### config.mk
export PLATFORM = sky130hd
export DESIGN_NAME = reg_bank_cfg
export DESIGN_NICKNAME = d
export VERILOG_FILES = /design/src/rtl/fc_cfg_pkg.sv /design/src/rtl/shadow_reg.sv /design/src/rtl/reg_bank_cfg.sv
export SDC_FILE = /design/constraint.sdc
export NUM_CORES = 1
export LEC_CHECK = 0
export ABC_AREA = 1
export CORE_MARGIN = 10
export CORE_UTILIZATION = 47
export DETAILED_ROUTE_END_ITERATION = 8
export PLACE_DENSITY_LB_ADDON = 0.12
export SYNTH_ARGS = -nofsm -noshare
export SYNTH_HDL_FRONTEND = slang
export SYNTH_HIERARCHICAL = 1
export SYNTH_SLANG_ARGS = --single-unit
### constraint.sdc
create_clock -name CLK -period 1.2 [get_ports CLK]
set_input_delay 0.18 -clock CLK [delete_from_list [all_inputs] [get_ports CLK]]
set_output_delay 0.18 -clock CLK [all_outputs]
set_load 0.01 [all_outputs]
### src/rtl/fc_cfg_pkg.sv
// Shared configuration constants for the counter datapath register bank.
// Register indices, default geometry and the standard mask/reset vectors.
package fc_cfg_pkg;

  localparam int unsigned REG_THR  = 0;
  localparam int unsigned REG_GAIN = 1;
  localparam int unsigned REG_MODE = 2;

  localparam int unsigned CFG_NREG = 3;
  localparam int unsigned CFG_DW   = 8;
  localparam int unsigned CFG_AW   = 4;

  // MODE keeps 4 bits, GAIN 6 bits, THR all 8 bits
  localparam logic [CFG_NREG*CFG_DW-1:0] CFG_WMASK   = 24'h0F_3F_FF;
  localparam logic [CFG_NREG*CFG_DW-1:0] CFG_RST_VAL = 24'h00_3F_A5;

endpackage

### src/rtl/shadow_reg.sv
// One configuration register: shadow copy loaded by host writes, active copy
// loaded from the shadow (or the same-cycle write data) on commit.
module shadow_reg #(
  parameter int unsigned     DW      = 8,
  parameter logic [DW-1:0]   MASK    = '1,
  parameter logic [DW-1:0]   RST_VAL = '0
) (
  input  logic          clk,
  input  logic          rst,
  input  logic          we,
  input  logic          commit,
  input  logic [DW-1:0] wdata,
  output logic [DW-1:0] shadow,
  output logic [DW-1:0] active
);

  localparam logic [DW-1:0] RST_MASKED = RST_VAL & MASK;

  // A write merged with a commit goes straight through to the active copy
  always_ff @(posedge clk) begin
    if (rst) begin
      shadow <= RST_MASKED;
      active <= RST_MASKED;
    end else begin
      if (we) begin
        shadow <= wdata & MASK;
      end
      if (commit) begin
        active <= we ? (wdata & MASK) : shadow;
      end
    end
  end

endmodule

### src/rtl/reg_bank_cfg.sv
// Configuration register bank: addressed shadow writes, atomic commit to the
// active outputs, one-cycle registered readback, write lock and error pulse.
module reg_bank_cfg
  import fc_cfg_pkg::*;
#(
  parameter int unsigned           NREG    = CFG_NREG,
  parameter int unsigned           DW      = CFG_DW,
  parameter int unsigned           AW      = CFG_AW,
  parameter logic [NREG*DW-1:0]    WMASK   = {NREG{{DW{1'b1}}}},
  parameter logic [NREG*DW-1:0]    RST_VAL = '0
) (
  input  logic                 CLK,
  input  logic                 RST,
  input  logic [AW-1:0]        ADDR,
  input  logic [DW-1:0]        DIN,
  input  logic                 WR,
  input  logic                 RD,
  input  logic                 RSEL,
  input  logic                 COMMIT,
  input  logic                 LOCK,
  output logic [NREG*DW-1:0]   DREG,
  output logic [DW-1:0]        RDATA,
  output logic                 RVALID,
  output logic                 DIRTY,
  output logic                 WERR
);

  localparam logic [AW:0] NREG_LIM = (AW+1)'(NREG);

  logic [DW-1:0] shadow_v [NREG];
  logic [DW-1:0] active_v [NREG];
  logic          addr_ok_c;
  logic          wr_ok_c;
  logic [DW-1:0] rmux_c;

  // One extra bit so NREG == 2^AW compares correctly
  assign addr_ok_c = ({1'b0, ADDR} < NREG_LIM);
  assign wr_ok_c   = WR && !LOCK && addr_ok_c;

  for (genvar k = 0; k < NREG; k++) begin : g_reg
    logic we_c;
    assign we_c = wr_ok_c && (ADDR == AW'(k));

    shadow_reg #(
      .DW      (DW),
      .MASK    (WMASK[k*DW +: DW]),
      .RST_VAL (RST_VAL[k*DW +: DW])
    ) u_reg (
      .clk    (CLK),
      .rst    (RST),
      .we     (we_c),
      .commit (COMMIT),
      .wdata  (DIN),
      .shadow (shadow_v[k]),
      .active (active_v[k])
    );

    assign DREG[k*DW +: DW] = active_v[k];
  end

  always_comb begin
    rmux_c = '0;
    for (int unsigned k = 0; k < NREG; k++) begin
      if (ADDR == AW'(k)) begin
        rmux_c = RSEL ? shadow_v[k] : active_v[k];
      end
    end
  end

  // Readback, dirty tracking and error pulse; reads see pre-edge values
  always_ff @(posedge CLK) begin
    if (RST) begin
      RDATA  <= '0;
      RVALID <= 1'b0;
      DIRTY  <= 1'b0;
      WERR   <= 1'b0;
    end else begin
      RVALID <= RD;
      if (RD) begin
        RDATA <= addr_ok_c ? rmux_c : '0;
      end
      if (COMMIT) begin
        DIRTY <= 1'b0;
      end else if (wr_ok_c) begin
        DIRTY <= 1'b1;
      end
      WERR <= (WR && !wr_ok_c) || (RD && !addr_ok_c);
    end
  end

endmodule

# ---- After elaboration in Yosys (flattened, before gate mapping)
# Cells that the tools add are included.
dict set report op_classes {
  magnitude_cmp 1
  n_addsub 0
  n_eq_ne 2
  reduce_logical 13
  n_mux 10
  n_bitwise 0
  div 0
  multipliers 0
  n_shift 0
}
# cell count
set op_table {}
lappend op_table {{$mux W8} 10}
lappend op_table {{$logic_and A1 B1 Y1} 7}
lappend op_table {{$eq A4 B1 Y1 const B} 1}
lappend op_table {{$eq A4 B2 Y1 const B} 1}
lappend op_table {{$logic_not A4 Y1} 1}
lappend op_table {{$lt A4 B2 Y1 const B} 1}
lappend op_table {{$logic_not A1 Y1} 3}
lappend op_table {{$reduce_or A2 Y1} 1}
lappend op_table {{$logic_or A1 B1 Y1} 1}
dict set report totals {
  word_cells 36
  in_bits 19
  output_inout_bits 35
  mem_bits_rw 0
  latchBits 0
  ff_bits 59
  mem_count 0
  rom_bits 0
}

# ---- Depth between registers and ports, before layout
dict set report depth {
  ltp_word 6
  ltp_mapped 9
}

# ---- Cells and area by module
# The synthesis kept the hierarchy.
# module seq_area_each_um2 cells_each instances area_per_inst_um2
set modules_own_cells {}
lappend modules_own_cells {shadow_reg 320.3 86 3 660.6}
lappend modules_own_cells {reg_bank_cfg 220.2 189 1 1037.2}

# ---- Least setup slack after synthesis
# No wires, ideal clock.
dict set report synth_path {
  kind {input to register}
  from {in WR}
  to {reg g_reg[0].u_reg.active[5]}
  t_arrival_ps 1053
  path_buffers 1
  required_ps 1091
  stages 9
  path_slack_ps 38
  cell_sequence {inv_1 -> or2_2 -> nor3_1 -> buf_4 -> inv_4 -> nand2_1 -> nand3_1 -> nand2_1 -> inv_1}
}
dict set report synth_via {
  elab_chain_len 4
}
# element line
set synth_lines {}
lappend synth_lines {{start: declaration} reg_bank_cfg.sv:16} ;# input logic WR,
lappend synth_lines {{$logic_and A1 B1 Y1 (2 in a row)} reg_bank_cfg.sv:38} ;# assign wr_ok_c = WR && !LOCK && addr_ok_c;
lappend synth_lines {{$logic_and A1 B1 Y1} reg_bank_cfg.sv:42} ;# assign we_c = wr_ok_c && (ADDR == AW'(k));
lappend synth_lines {{net g_reg[0].we_c} reg_bank_cfg.sv:41} ;# logic we_c;
lappend synth_lines {{$mux W8} shadow_reg.sv:29} ;# active <= we ? (wdata & MASK) : shadow;
lappend synth_lines {{end signal: assignment} shadow_reg.sv:29}
lappend synth_lines {{end: declaration} shadow_reg.sv:14} ;# output logic [DW-1:0] active
# The timed path passes the listed nets, and every way through them passes these cells.
# A chain may end at the register's enable or synchronous reset.

# ---- Final worst setup path
dict set report layout_path {
  from {reg g_reg[1].u_reg.active[0]}
  to {out DREG[8]}
}
# element line
set layout_lines {}
lappend layout_lines {{start: declaration} shadow_reg.sv:14}
lappend layout_lines {{start signal: assignment} shadow_reg.sv:29}
lappend layout_lines {{end: declaration} reg_bank_cfg.sv:21} ;# output logic [NREG*DW-1:0] DREG,
# No word-level cell between the ends.

==> out/metrics.cfg <==
[status]
status = finished clean

[timing]
setup_ws_ns = 0.0462
fmax_mhz = 867
relSlewSlack = 0.762
tightestPinTransition_ns = 0.356
finalCritPeriodShare = 0.961
setup_viol = 0
final_max_slew_viol_count = 0
hold_violations = 0
hold_ws_ns = 0.253
period_minus_slack_ns = 1.15
grt_setup_unrepaired = no
fin_skew_ns = 0.00512

[placement]
gp_congestion = 0.886
dpl_worst_slack_ns = -0.595
placed_cell_area_sq_um = 3600
hpwl_microns = 5730
portBuffers = 53

[clock_network]
htree_levels = 3
tritoncts = built
cts_hold_buf = 0
clock-sinks = 59
cts_root_buf = clkbuf_8
clock_path_buffers = 2
clkSlewWorstSetupHoldPaths_ns = 0.06
insertion_delay_ns = 0.34
numCtsBuffers = 9

[setup_path]
crit_family = flip-flops
path_max_fanout = 3
cp_data_required_time_ns = 1.02
path_class = reg -> out
path_buf_inv = 1
start_kind = flop
critPathSlowestCell = dfxtp_1
arrival_ns = 0.97
cp-end-kind = output pin
timing.critical_path.slowest_cell_delay_ns = 0.35
cp_cell_sequence = dlygate4sd2_1

[yosys]
synthCells = 447
yosys_warnings = 6
synth_area_leaders = dfxtp_1 39%, nand2_1 22%, nor2_1 5.6%, nand3_1 5.5%, a21oi_1 5.3%
synth.net_count = 466
synth_most_common_cell = nand2_1
synth.distinct_cells = 22
synth_edf_count = 0
syn_avg_cell_area_sq_um = 6.75
synth-async-reset-ratio = 0
yosys-top-cells-count = 175 x nand2_1, 59 x dfxtp_1, 45 x nor2_1
post-synth-top-area-cell = dfxtp_1
yosysTopAreaCellShare = 0.391
ys.flop_type = dfxtp_1
synth_seq_cells = 59
synth_area_sq_um = 3020
yosysSeqAreaShare = 0.391

[drt]
drc = 0
drtPass1Iterations = 4
drt_iter0_drc = 195
drt-wirelength-per-cell_microns = 13.4
antenna_left = 0
vias = 2888
totalWireLength_microns = 8000
viasPerCell = 4.85

[power]
p_clk_frac = 0.363
intPower_mw = 3.03
switching_share = 0.263
combPwrFrac = 0.140
p_leak_nw = 1.89
ir_drop_uv = 909
p_seq_frac = 0.497
switching_power_mw = 1.08
total_power_mw = 4.11
power_density_nw_per_um2 = 1080

[global_routing]
overflow = 0
grt_pass1_vias = 2709
grt_max_degree = 50
antenna_found_initial = 0
grt_pass1_wl_microns = 13100
track_usage = 0.162

[finish]
nNetsFinal = 535
fill_cells = 638
final_layout_size_suffix_gt1_frac = 0.156
diodes = 0
area_growth_pct = 25.8
final_area_sq_um = 3800
fin_util = 0.605

[floorplanning]
die-width_microns = 100
fp.dieH_microns = 100
fp.dieArea_sq_um = 10000
row_count = 29
pin_count = 54
coreArea_sq_um = 6280
initial_core_util = 0.481

[hold_path]
hold_class = in -> reg

[job]
max-cap-violations = 0

-- per-layer routing --
layer | part of all wire | global-route usage
met1 | 0.41 | 0.189
met2 | 0.48 | 0.265
met3 | 0.095 | 0.0646
met4 | 0.0090 | 0.0500
met5 | 0 | 0
-- cell type report --
cell class	count	area, sq um	area share
flip-flops and latches	59	1180	0.311
well taps	77	96.3	0.0254
repair inverters	1	3.75	0.000988
inverters	48	195	0.0514
repair buffers	78	723	0.190
clock buffers	13	149	0.0392
multi-input cells	319	1450	0.382
-- worst paths after layout --
path                                  to  cells past startpoint  slack [ns]                     start
worst max register to register  RDATA[6]                      7        0.19  g_reg[1].u_reg/active[6]
worst max-delay path             DREG[8]                      1        0.05  g_reg[1].u_reg/active[0]
worst min register to register  RDATA[2]                      2        0.48                  RDATA[2]
worst min-delay path            RDATA[0]                      3        0.25                       RST
-- cell families (layout without fill, tap and decap cells) --
| logic type | count (synthesis) | after routing | synth area share |
|---|---|---|---|
| buffers and inverters | 69 | 140 | 0.143 |
| and+or+nand+nor | 279 | 279 | 0.390 |
| AOI/OAI and AO/OA | 40 | 40 | 0.0758 |
| DFF | 59 | 59 | 0.391 |
-- power groups by stage --
stage	Combinational (mW)	Clock (mW)	Sequential [mW]
floorplan	0.341	0	2.11
global placement	0.598	0	2.09
detailed placement	0.600	0	2.09
CTS	0.576	1.52	2.05
global route	0.639	1.61	2.05
finish	0.577	1.49	2.05
-- stage by stage --
stage / setup TNS [ns] / cells
2_1_floorplan: 0 / 447
3_3_place_gp: -27.28 / 577
3_5_place_dp: -27.85 / 577
4_1_cts: 0 / 594
5_1_grt: 0 / 595
6_report: 0 / 595
-- repair_timing --
| item | 4_1_cts | 5_1_grt |
|---|---|---|
| setup endpoints to repair | 91 | 37 |
| pin swaps | 5 | 4 |
| cloned | 2 | 1 |
| buffers inserted | 2 | 0 |
| gates resized for setup | 53 | 18 |
-- layout by cell type, fill, tap and decap left out, types with 9 or more instances in the layout --
master	instances
nand2_1	173
dfxtp_1	59
nor2_1	44
inv_1	42
a21oi_1	32
nand3_1	31
dlygate4sd2_1	28
buf_4	18
clkdlybuf4s15_1	13
clkbuf_8	10
nand2_2	9
nor2_2	9
clkdlybuf4s50_1	9
(Power assumes the default switching activity.)
